[src/rtl/breakout_pkg.sv]
// Shared types and constants for the Breakout score/lives engine.
// The state encodings are visible on the score_counter state port.
package breakout_pkg;

    typedef enum logic [1:0] {
        ST_IDLE      = 2'd0,
        ST_PLAYING   = 2'd1,
        ST_SERVE     = 2'd2,
        ST_GAME_OVER = 2'd3
    } game_state_t;

    localparam int SCORE_W   = 14;
    // 9 bits covers the largest single-edge addition: a 240-point hit plus the 100-point level bonus.
    localparam int ADD_W     = 9;
    localparam int MAX_SCORE = 9999;

endpackage

[src/rtl/score_counter_sat_adder.sv]
// Saturating score adder.
// Forms the 15-bit sum, clamps it to MAX_SCORE, and flags whether the result differs from base.
module sat_adder
    import breakout_pkg::*;
(
    input  logic [SCORE_W-1:0] base,
    input  logic [ADD_W-1:0]   addend,
    output logic [SCORE_W-1:0] result,
    output logic               changed
);

    logic [SCORE_W:0] sum;

    assign sum = {1'b0, base} + (SCORE_W+1)'(addend);

    always_comb begin
        result = sum[SCORE_W-1:0];
        if (sum > (SCORE_W+1)'(MAX_SCORE)) begin
            result = SCORE_W'(MAX_SCORE);
        end
        changed = (result != base);
    end

endmodule

[src/rtl/score_counter.sv]
// Breakout score/lives engine: turns gameplay event pulses into a saturating score,
// a combo multiplier, a lives count and a game-state FSM. All outputs are registered.
module score_counter
    import breakout_pkg::*;
#(
    parameter int ROWS        = 6,
    parameter int POINTS_STEP = 10,
    parameter int COMBO_MAX   = 4,
    parameter int LEVEL_BONUS = 100,
    parameter int START_LIVES = 3
) (
    input  logic         clk,
    input  logic         rst_n,
    input  logic         start,
    input  logic         brick_hit,
    input  logic [2:0]   hit_row,
    input  logic         paddle_hit,
    input  logic         ball_lost,
    input  logic         bricks_cleared,
    output logic [13:0]  score,
    output logic [1:0]   lives,
    output logic [2:0]   combo,
    output logic [1:0]   state,
    output logic         score_upd
);

    game_state_t        cur_state;
    logic               brick_valid;
    logic [ADD_W-1:0]   row_weight;
    logic [ADD_W-1:0]   hit_pts;
    logic [ADD_W-1:0]   addend;
    logic [SCORE_W-1:0] sum_result;
    logic               sum_changed;

    // A brick in an out-of-range row scores nothing and does not advance the combo.
    assign brick_valid = brick_hit && ({1'b0, hit_row} < 4'(ROWS));
    assign row_weight  = ADD_W'(ROWS) - ADD_W'(hit_row);
    assign hit_pts     = row_weight * ADD_W'(POINTS_STEP) * ADD_W'(combo);
    assign addend      = (brick_valid    ? hit_pts              : '0)
                       + (bricks_cleared ? ADD_W'(LEVEL_BONUS)  : '0);

    sat_adder u_sat_adder (
        .base    (score),
        .addend  (addend),
        .result  (sum_result),
        .changed (sum_changed)
    );

    assign state = cur_state;

    // Combo uses its pre-edge value for scoring, then resets on any paddle/lost/cleared event.
    always_ff @(posedge clk) begin
        if (!rst_n) begin
            cur_state <= ST_IDLE;
            score     <= '0;
            lives     <= '0;
            combo     <= 3'd1;
            score_upd <= 1'b0;
        end else begin
            score_upd <= 1'b0;
            case (cur_state)
                ST_IDLE, ST_GAME_OVER: begin
                    if (start) begin
                        cur_state <= ST_PLAYING;
                        score     <= '0;
                        lives     <= 2'(START_LIVES);
                        combo     <= 3'd1;
                        score_upd <= (score != '0);
                    end
                end
                ST_SERVE: begin
                    if (start) begin
                        cur_state <= ST_PLAYING;
                    end
                end
                ST_PLAYING: begin
                    score     <= sum_result;
                    score_upd <= sum_changed;
                    if (paddle_hit || ball_lost || bricks_cleared) begin
                        combo <= 3'd1;
                    end else if (brick_valid && (combo != 3'(COMBO_MAX))) begin
                        combo <= combo + 3'd1;
                    end
                    // Losing the ball takes priority over clearing the level.
                    if (ball_lost) begin
                        lives     <= lives - 2'd1;
                        cur_state <= (lives == 2'd1) ? ST_GAME_OVER : ST_SERVE;
                    end else if (bricks_cleared) begin
                        cur_state <= ST_SERVE;
                    end
                end
                default: cur_state <= ST_IDLE;
            endcase
        end
    end

endmodule

[config.mk]
export PLATFORM = sky130hd
export DESIGN_NAME = score_counter
export DESIGN_NICKNAME = d
export VERILOG_FILES = /design/src/rtl/breakout_pkg.sv /design/src/rtl/score_counter_sat_adder.sv /design/src/rtl/score_counter.sv
export SDC_FILE = /design/constraint.sdc
export NUM_CORES = 1
export LEC_CHECK = 0
export ABC_AREA = 1
export ABC_CLOCK_PERIOD_IN_PS = 15100
export CORE_UTILIZATION = 47
export DETAILED_ROUTE_END_ITERATION = 10
export PLACE_DENSITY = 0.78
export SLEW_MARGIN = 30
export SYNTH_ARGS = -nofsm -noshare
export SYNTH_HDL_FRONTEND = slang
export SYNTH_HIERARCHICAL = 1
export SYNTH_SLANG_ARGS = --single-unit
[constraint.sdc]
create_clock -name clk -period 15.1 [get_ports clk]
set_clock_uncertainty 0.15 [all_clocks]
set_input_delay 3.02 -clock clk [delete_from_list [all_inputs] [get_ports clk]]
set_output_delay 3.02 -clock clk [all_outputs]
set_load 0.05 [all_outputs]
==> results of run 1 <==
==> final timing paths <==
check / from / to / slack (ns)
min: lives[1]$_SDFFE_PN0P_ / lives[1]$_SDFFE_PN0P_ / 0.35
max reg2reg: combo[1]$_SDFFE_PN0P_ / score_upd$_SDFF_PN0_ / 9.41
min reg2reg: lives[1]$_SDFFE_PN0P_ / lives[1]$_SDFFE_PN0P_ / 0.35
max: hit_row[0] / score_upd$_SDFF_PN0_ / 5.62
==> registers in the layout, summed over array words and instances (netlist names) <==
register	count
lives	2
state	2
score_upd	1
combo	3
score	14
==> worst register-to-register path, delay by kind of cell (launching register included) <==
family	cells	cell delay (ns)
flops	1	0.58
simple gates	25	2.18
compound gates	3	0.55
fa+ha+maj	5	1.70
buf+inv	4	0.28
xor+xnor	1	0.16
==> cell usage after synthesis, types with 3 or more instances <==
library cell  instances  area [um2]
nor2_2                3        18.8
inv_2                 5        18.8
a21oi_1              26         130
buf_6                 4        45.0
a211oi_1              4        30.0
xor2_1                5        43.8
nand2_2              11        68.8
xnor2_1               3        26.3
nand3_2               3        30.0
o21ai_1               3        15.0
nand2_1             147         552
fa_1                  8         160
nor3_1                6        30.0
inv_1                93         349
nor2_1               53         199
buf_2                 4        20.0
nand3b_1              5        37.5
nand3_1              36         180
dfxtp_1              22         440
o21ai_0              13        65.1
ha_1                 30         375
nand4_1               9        56.3
==> final cells by class <==
class / instances / area share [%]
multi-input combinational: 384 / 63.2
sequential: 22 / 12.8
clock buffer: 3 / 1.20
inverter: 99 / 10.9
timing repair buffer: 31 / 9.03
tap: 77 / 2.81
==> stage by stage <==
| stage | util [%] | cell area [um2] |
|---|---|---|
| 6_report | 54.4 | 3430 |
| 5_1_grt | 54.4 | 3430 |
| 2_1_floorplan | - | 3060 |
| 3_5_place_dp | 53.7 | 3390 |
| 4_1_cts | 54.4 | 3430 |
| 3_3_place_gp | 53.7 | 3390 |
==> cell families after synthesis <==
family | count (synthesis)
and+or+nand+nor | 282
buffers and inverters | 109
adders and majority gates | 38
DFF | 22
other | 1
xor gates and xnor gates | 8
AOI/OAI and AO/OA | 55
==> power groups by stage <==
stage          clock [mW]  sequential [mW]  combinational (mW)
6_report           0.0362           0.0844               0.213
3_3_place_gp            0           0.0849               0.207
3_5_place_dp            0           0.0851               0.211
2_1_floorplan           0            0.111               0.134
4_1_cts            0.0365           0.0840               0.213
5_1_grt            0.0389           0.0863               0.241
==> layer usage <==
layer,up-vias,global-route usage [%]
met5,-,0
met3,13,2.09
met4,0,7.76
met2,72,40.2
met1,1408,30.7
li1,1669,-
==> flow_metrics.env, run 1 <==
export IMPL_status="completed"
export IMPL_numCtsBuffers=3
export IMPL_cts_tree="built"
export IMPL_finalWorstSetupSlack_ns=5.62
export IMPL_ctsRootBufferMaster="clkbuf_8"
export IMPL_async_flop_share_pct=0
export IMPL_hpwlAfterDp_um=5990
export IMPL_synthAdderAreaFrac_pct=17.5
export IMPL_min_path_type="reg -> reg"
export IMPL_multi_input_area_um2=2170
export IMPL_first_pass_iters=5
export IMPL_antenna_found_initial=0
export IMPL_p_per_area_nw_per_um2=97.2
export IMPL_clk_latency_ns=0.27
export IMPL_final_cell_mix="nand2_1 (147), inv_1 (93), nor2_1 (53), nand3_1 (36), clkdlybuf4s50_1 (31)"
export IMPL_synth_xor_area_share_pct=2.29
export IMPL_max_slew_margin_pct=53.8
export IMPL_wl_met3_um=334
export IMPL_met2WireLength_um=3390
export IMPL_fin_setup_tns_ns=0
export IMPL_cts_sinks=22
export IMPL_reg2regPathDepth=38
export IMPL_die_w_um=82.7
export IMPL_synth_enable_flop_cells=0
export IMPL_grt_pass1_vias=2921
export IMPL_start_util_pct=48.5
export IMPL_area_delta_synth_final_pct=12.3
export IMPL_dp_slack_ns=5.36
export IMPL_gp_congestion=0.942
export IMPL_track_usage_pct=23.5
export IMPL_dpl_cell_count=613
export IMPL_swShare_pct=52.4
export IMPL_critPathBufInv=6
export IMPL_final_nets=589
export IMPL_drive_gt1_share_pct=6.31
export IMPL_first_iter_violations=254
export IMPL_synthMuxAreaShare_pct=0
export IMPL_drc=0
export IMPL_fillers=657
export IMPL_p_seq_share_pct=25.3
export IMPL_synth_avg_cell_area_um2=5.94
export IMPL_synth_main_ff_cell="dfxtp_1"
export IMPL_top_layer="met4"
export IMPL_rsz0062_at_grt="no"
export IMPL_worst_slew_pin_slew_ns=0.693
export IMPL_synth_top_family_by_area="simple AND/OR/NAND/NOR gates"
export IMPL_cpMaxStageDelayCell="fa_1"
export IMPL_finalNonFillerCells=616
export IMPL_ios=32
export IMPL_min_period_ns=9.48
export IMPL_timing_final_crit_share_pct=62.8
export IMPL_clk_pin_slew_ns=0.07
export IMPL_cp_common_cell="nand2_1"
export IMPL_grt_ovfl_total=0
export IMPL_core_area_um2=6310
export IMPL_hold_buffers=0
export IMPL_ys_seq_area_share_pct=14.4
export IMPL_final_antenna_net_count=0
export IMPL_seqCellArea_um2=440
export IMPL_yosysUniqueCellTypes=38
export IMPL_cap_violations=0
export IMPL_grt_max_degree=23
export IMPL_drv_slew=0
export IMPL_grt_pass1_wl_um=12600
export IMPL_cp_data_arrival_time_ns=9.48
export IMPL_syn_inst=515
export IMPL_n_antenna_cell=0
export IMPL_wl_per_cell_um=11.9
export IMPL_path_delay_family="adder cells"
export IMPL_met1_length_um=3480
export IMPL_routed_via_density=5.13
export IMPL_setup_viol=0
export IMPL_syn_nets=563
export IMPL_path_class="in -> reg"
export IMPL_fp_dieH_um=82.7
export IMPL_num_vias=3162
export IMPL_cp_required_ns=15.10
export IMPL_yosysWarnings=6
export IMPL_post_cts_buffers=0
export IMPL_switching_power_mw=0.175
export IMPL_drt_total_wl_um=7340
export IMPL_cts_max_path_buffers=2
export IMPL_p_clk_share_pct=10.8
export IMPL_rows=29
export IMPL_leakage_nw=1.83
export IMPL_synth_compound_area_share_pct=10.4
export IMPL_power_mw=0.334
export IMPL_cp_end_kind="flip-flop"
export IMPL_worstPathMaxFanout=22
export IMPL_synth_simple_area_share_pct=40.7
export IMPL_portBuffers=31
export IMPL_p_int_mw=0.159
export IMPL_post_cts_resized=0
export IMPL_ir_worst_vdd_v=0.0000873
export IMPL_max_stage_delay_ns=0.52
export IMPL_critPathLaunchType="input pin"
export IMPL_holdWs_ns=0.354
export IMPL_fmax_ghz=0.106
export IMPL_pwr_share_comb_pct=63.9
export IMPL_ys_seq_elements=22
export IMPL_synth_area_um2=3060
export IMPL_die_area_um2=6840
export IMPL_layout_commonest_cell="nand2_1"
export IMPL_hold_depth=2
export IMPL_cp_depth=44
export IMPL_hold_viol_final=0
export IMPL_cts_htree_levels=1
(Power assumes the default switching activity.)
==> run 2: changes to the inputs <==
--- a/config.mk
+++ b/config.mk
@@ -6,10 +6,10 @@
 export NUM_CORES = 1
 export LEC_CHECK = 0
 export ABC_AREA = 1
-export ABC_CLOCK_PERIOD_IN_PS = 15100
+export ABC_CLOCK_PERIOD_IN_PS = 7700
 export CORE_UTILIZATION = 47
 export DETAILED_ROUTE_END_ITERATION = 10
-export PLACE_DENSITY = 0.78
+export PLACE_DENSITY = 0.81
 export SLEW_MARGIN = 30
 export SYNTH_ARGS = -nofsm -noshare
 export SYNTH_HDL_FRONTEND = slang
==> constraint.sdc (replaced) <==
create_clock -name clk -period 7.7 [get_ports clk]
set_clock_uncertainty 0.15 [all_clocks]
set_input_delay 1.54 -clock clk [delete_from_list [all_inputs] [get_ports clk]]
set_output_delay 1.54 -clock clk [all_outputs]
set_load 0.05 [all_outputs]
==> run 2 against run 1 <==
Highest routed layer unchanged; largest cell class unchanged; worst hold slack worse by 0.0043 ns; register-to-register slack got worse by 7.3 ns; cell count increased by 7.1%.
==> flow_metrics.env, run 2 (synthesis results as in run 1) <==
export IMPL_core_area_um2=6310
export IMPL_routed_via_density=5.29
export IMPL_clk_latency_ns=0.26
export IMPL_die_area_um2=6840
export IMPL_fin_setup_tns_ns=0
export IMPL_switching_power_mw=0.373
export IMPL_max_stage_delay_ns=0.52
export IMPL_critPathBufInv=8
export IMPL_first_pass_iters=5
export IMPL_pwr_share_comb_pct=66.9
export IMPL_fillers=586
export IMPL_drt_total_wl_um=8290
export IMPL_timing_final_crit_share_pct=96.5
export IMPL_cp_required_ns=7.71
export IMPL_swShare_pct=49.7
export IMPL_ios=32
export IMPL_min_period_ns=7.43
export IMPL_leakage_nw=2.08
export IMPL_worst_slew_pin_slew_ns=0.696
export IMPL_dpl_cell_count=648
export IMPL_status="completed"
export IMPL_p_int_mw=0.376
export IMPL_antenna_found_initial=0
export IMPL_multi_input_area_um2=2340
export IMPL_reg_top3="score x14, combo x3"
export IMPL_fmax_ghz=0.135
export IMPL_hold_buffers=0
export IMPL_cts_max_path_buffers=2
export IMPL_largest_register_ffs=14
export IMPL_gp_congestion=0.946
export IMPL_first_iter_violations=232
export IMPL_cap_violations=0
export IMPL_setup_viol=0
export IMPL_critPathLaunchType="input pin"
export IMPL_n_antenna_cell=0
export IMPL_clk_pin_slew_ns=0.08
export IMPL_portBuffers=31
export IMPL_top_register="score"
export IMPL_drive_gt1_share_pct=19.0
export IMPL_grt_max_degree=19
export IMPL_path_delay_family="adder cells"
export IMPL_final_nets=632
export IMPL_hpwlAfterDp_um=6330
export IMPL_drc=0
export IMPL_drv_slew=0
export IMPL_ir_worst_vdd_v=0.000201
export IMPL_path_class="in -> reg"
export IMPL_numCtsBuffers=3
export IMPL_p_clk_share_pct=10.9
export IMPL_seqCellArea_um2=440
export IMPL_cpMaxStageDelayCell="fa_1"
export IMPL_p_per_area_nw_per_um2=191
export IMPL_num_vias=3492
export IMPL_cts_tree="built"
export IMPL_cp_end_kind="flip-flop"
export IMPL_cp_common_cell="nor2_1"
export IMPL_grt_pass1_vias=3165
export IMPL_die_w_um=82.7
export IMPL_p_seq_share_pct=22.1
export IMPL_finalNonFillerCells=660
export IMPL_track_usage_pct=25.2
export IMPL_start_util_pct=48.5
export IMPL_max_slew_margin_pct=53.6
export IMPL_worstPathMaxFanout=6
export IMPL_layout_commonest_cell="nand2_1"
export IMPL_rows=29
export IMPL_min_path_type="reg -> reg"
export IMPL_wl_per_cell_um=12.6
export IMPL_final_antenna_net_count=0
export IMPL_cts_sinks=22
export IMPL_post_route_util_pct=62.0
export IMPL_cts_htree_levels=1
export IMPL_grt_pass1_wl_um=13600
export IMPL_ctsRootBufferMaster="clkbuf_8"
export IMPL_grt_ovfl_total=0
export IMPL_fp_dieH_um=82.7
export IMPL_area_delta_synth_final_pct=28.0
export IMPL_final_cell_mix="nand2_1 (135), inv_1 (92), nor2_1 (45), buf_4 (40), nand3_1 (33)"
export IMPL_hold_viol_final=0
export IMPL_cp_data_arrival_time_ns=7.44
==> run 2: per-layer routing <==
metal  vias to the layer above  global-route usage [%]  share of wire, %
met5                         -                       0                 0
met2                       100                    43.8                49
met1                      1627                    33.9                46
met4                         0                    6.21               1.7
met3                        17                    1.43               3.6
li1                       1748                       -                 -
==> run 2: metrics by stage <==
step | setup slack (ns) | instance area [um2] | power [mW] | hold WS [ns]
after detailed placement | -0.463 | 3660 | 0.636 | 0.332
after global placement | -0.274 | 3660 | 0.627 | 0.331
after global routing | -0.0489 | 3920 | 0.812 | 0.396
after floorplan | 0.607 | 3060 | 0.482 | 0.550
after CTS | 0.00140 | 3750 | 0.725 | 0.354
final | 0.270 | 3920 | 0.749 | 0.350
==> run 2: power by group through the flow <==
| stage | Sequential, mW | Combinational, mW | Clock (mW) |
|---|---|---|---|
| 2_1_floorplan | 0.218 | 0.263 | 0 |
| 3_3_place_gp | 0.167 | 0.460 | 0 |
| 3_5_place_dp | 0.167 | 0.468 | 0 |
| 4_1_cts | 0.165 | 0.476 | 0.0839 |
| 5_1_grt | 0.168 | 0.555 | 0.0886 |
| 6_report | 0.166 | 0.501 | 0.0819 |
==> run 2: what timing repair did <==
item                       4_1_cts  5_1_grt
gates cloned                     2        0
buffers inserted                 0        6
setup endpoints to repair        2       14
pin swaps                        5       31
resized for setup                7       40
==> run 2: area by class of cell <==
| type | instances | area share [%] |
|---|---|---|
| Clock buffer | 4 | 1.41 |
| Inverter | 99 | 9.55 |
| Multi-Input combinational cell | 386 | 59.6 |
| Sequential cell | 22 | 11.2 |
| Tap cell | 77 | 2.46 |
| Timing Repair Buffer | 72 | 15.7 |
==> run 2: path summary, 6_finish.rpt <==
kind	start	endpoint	slack [ns]	cells past startpoint
hold reg to reg	lives[0]$_SDFFE_PN0P_	lives[0]$_SDFFE_PN0P_	0.35	1
setup reg to reg	combo[1]$_SDFFE_PN0P_	score[12]$_SDFFE_PN0P_	2.10	35
setup / recovery	hit_row[0]	score[12]$_SDFFE_PN0P_	0.27	38
hold / removal	lives[0]$_SDFFE_PN0P_	lives[0]$_SDFFE_PN0P_	0.35	1
==> run 2: worst reg2reg max path, delay by kind of cell, from the launching register on <==
kind,cells,cell delay [ns]
AND/OR/NAND/NOR,17,1.43
adder cells (fa/ha/maj),5,1.73
flip-flops,1,0.58
XOR/XNOR,1,0.15
buffers and inverters,8,0.80
AO/OA/AOI/OAI,4,0.67
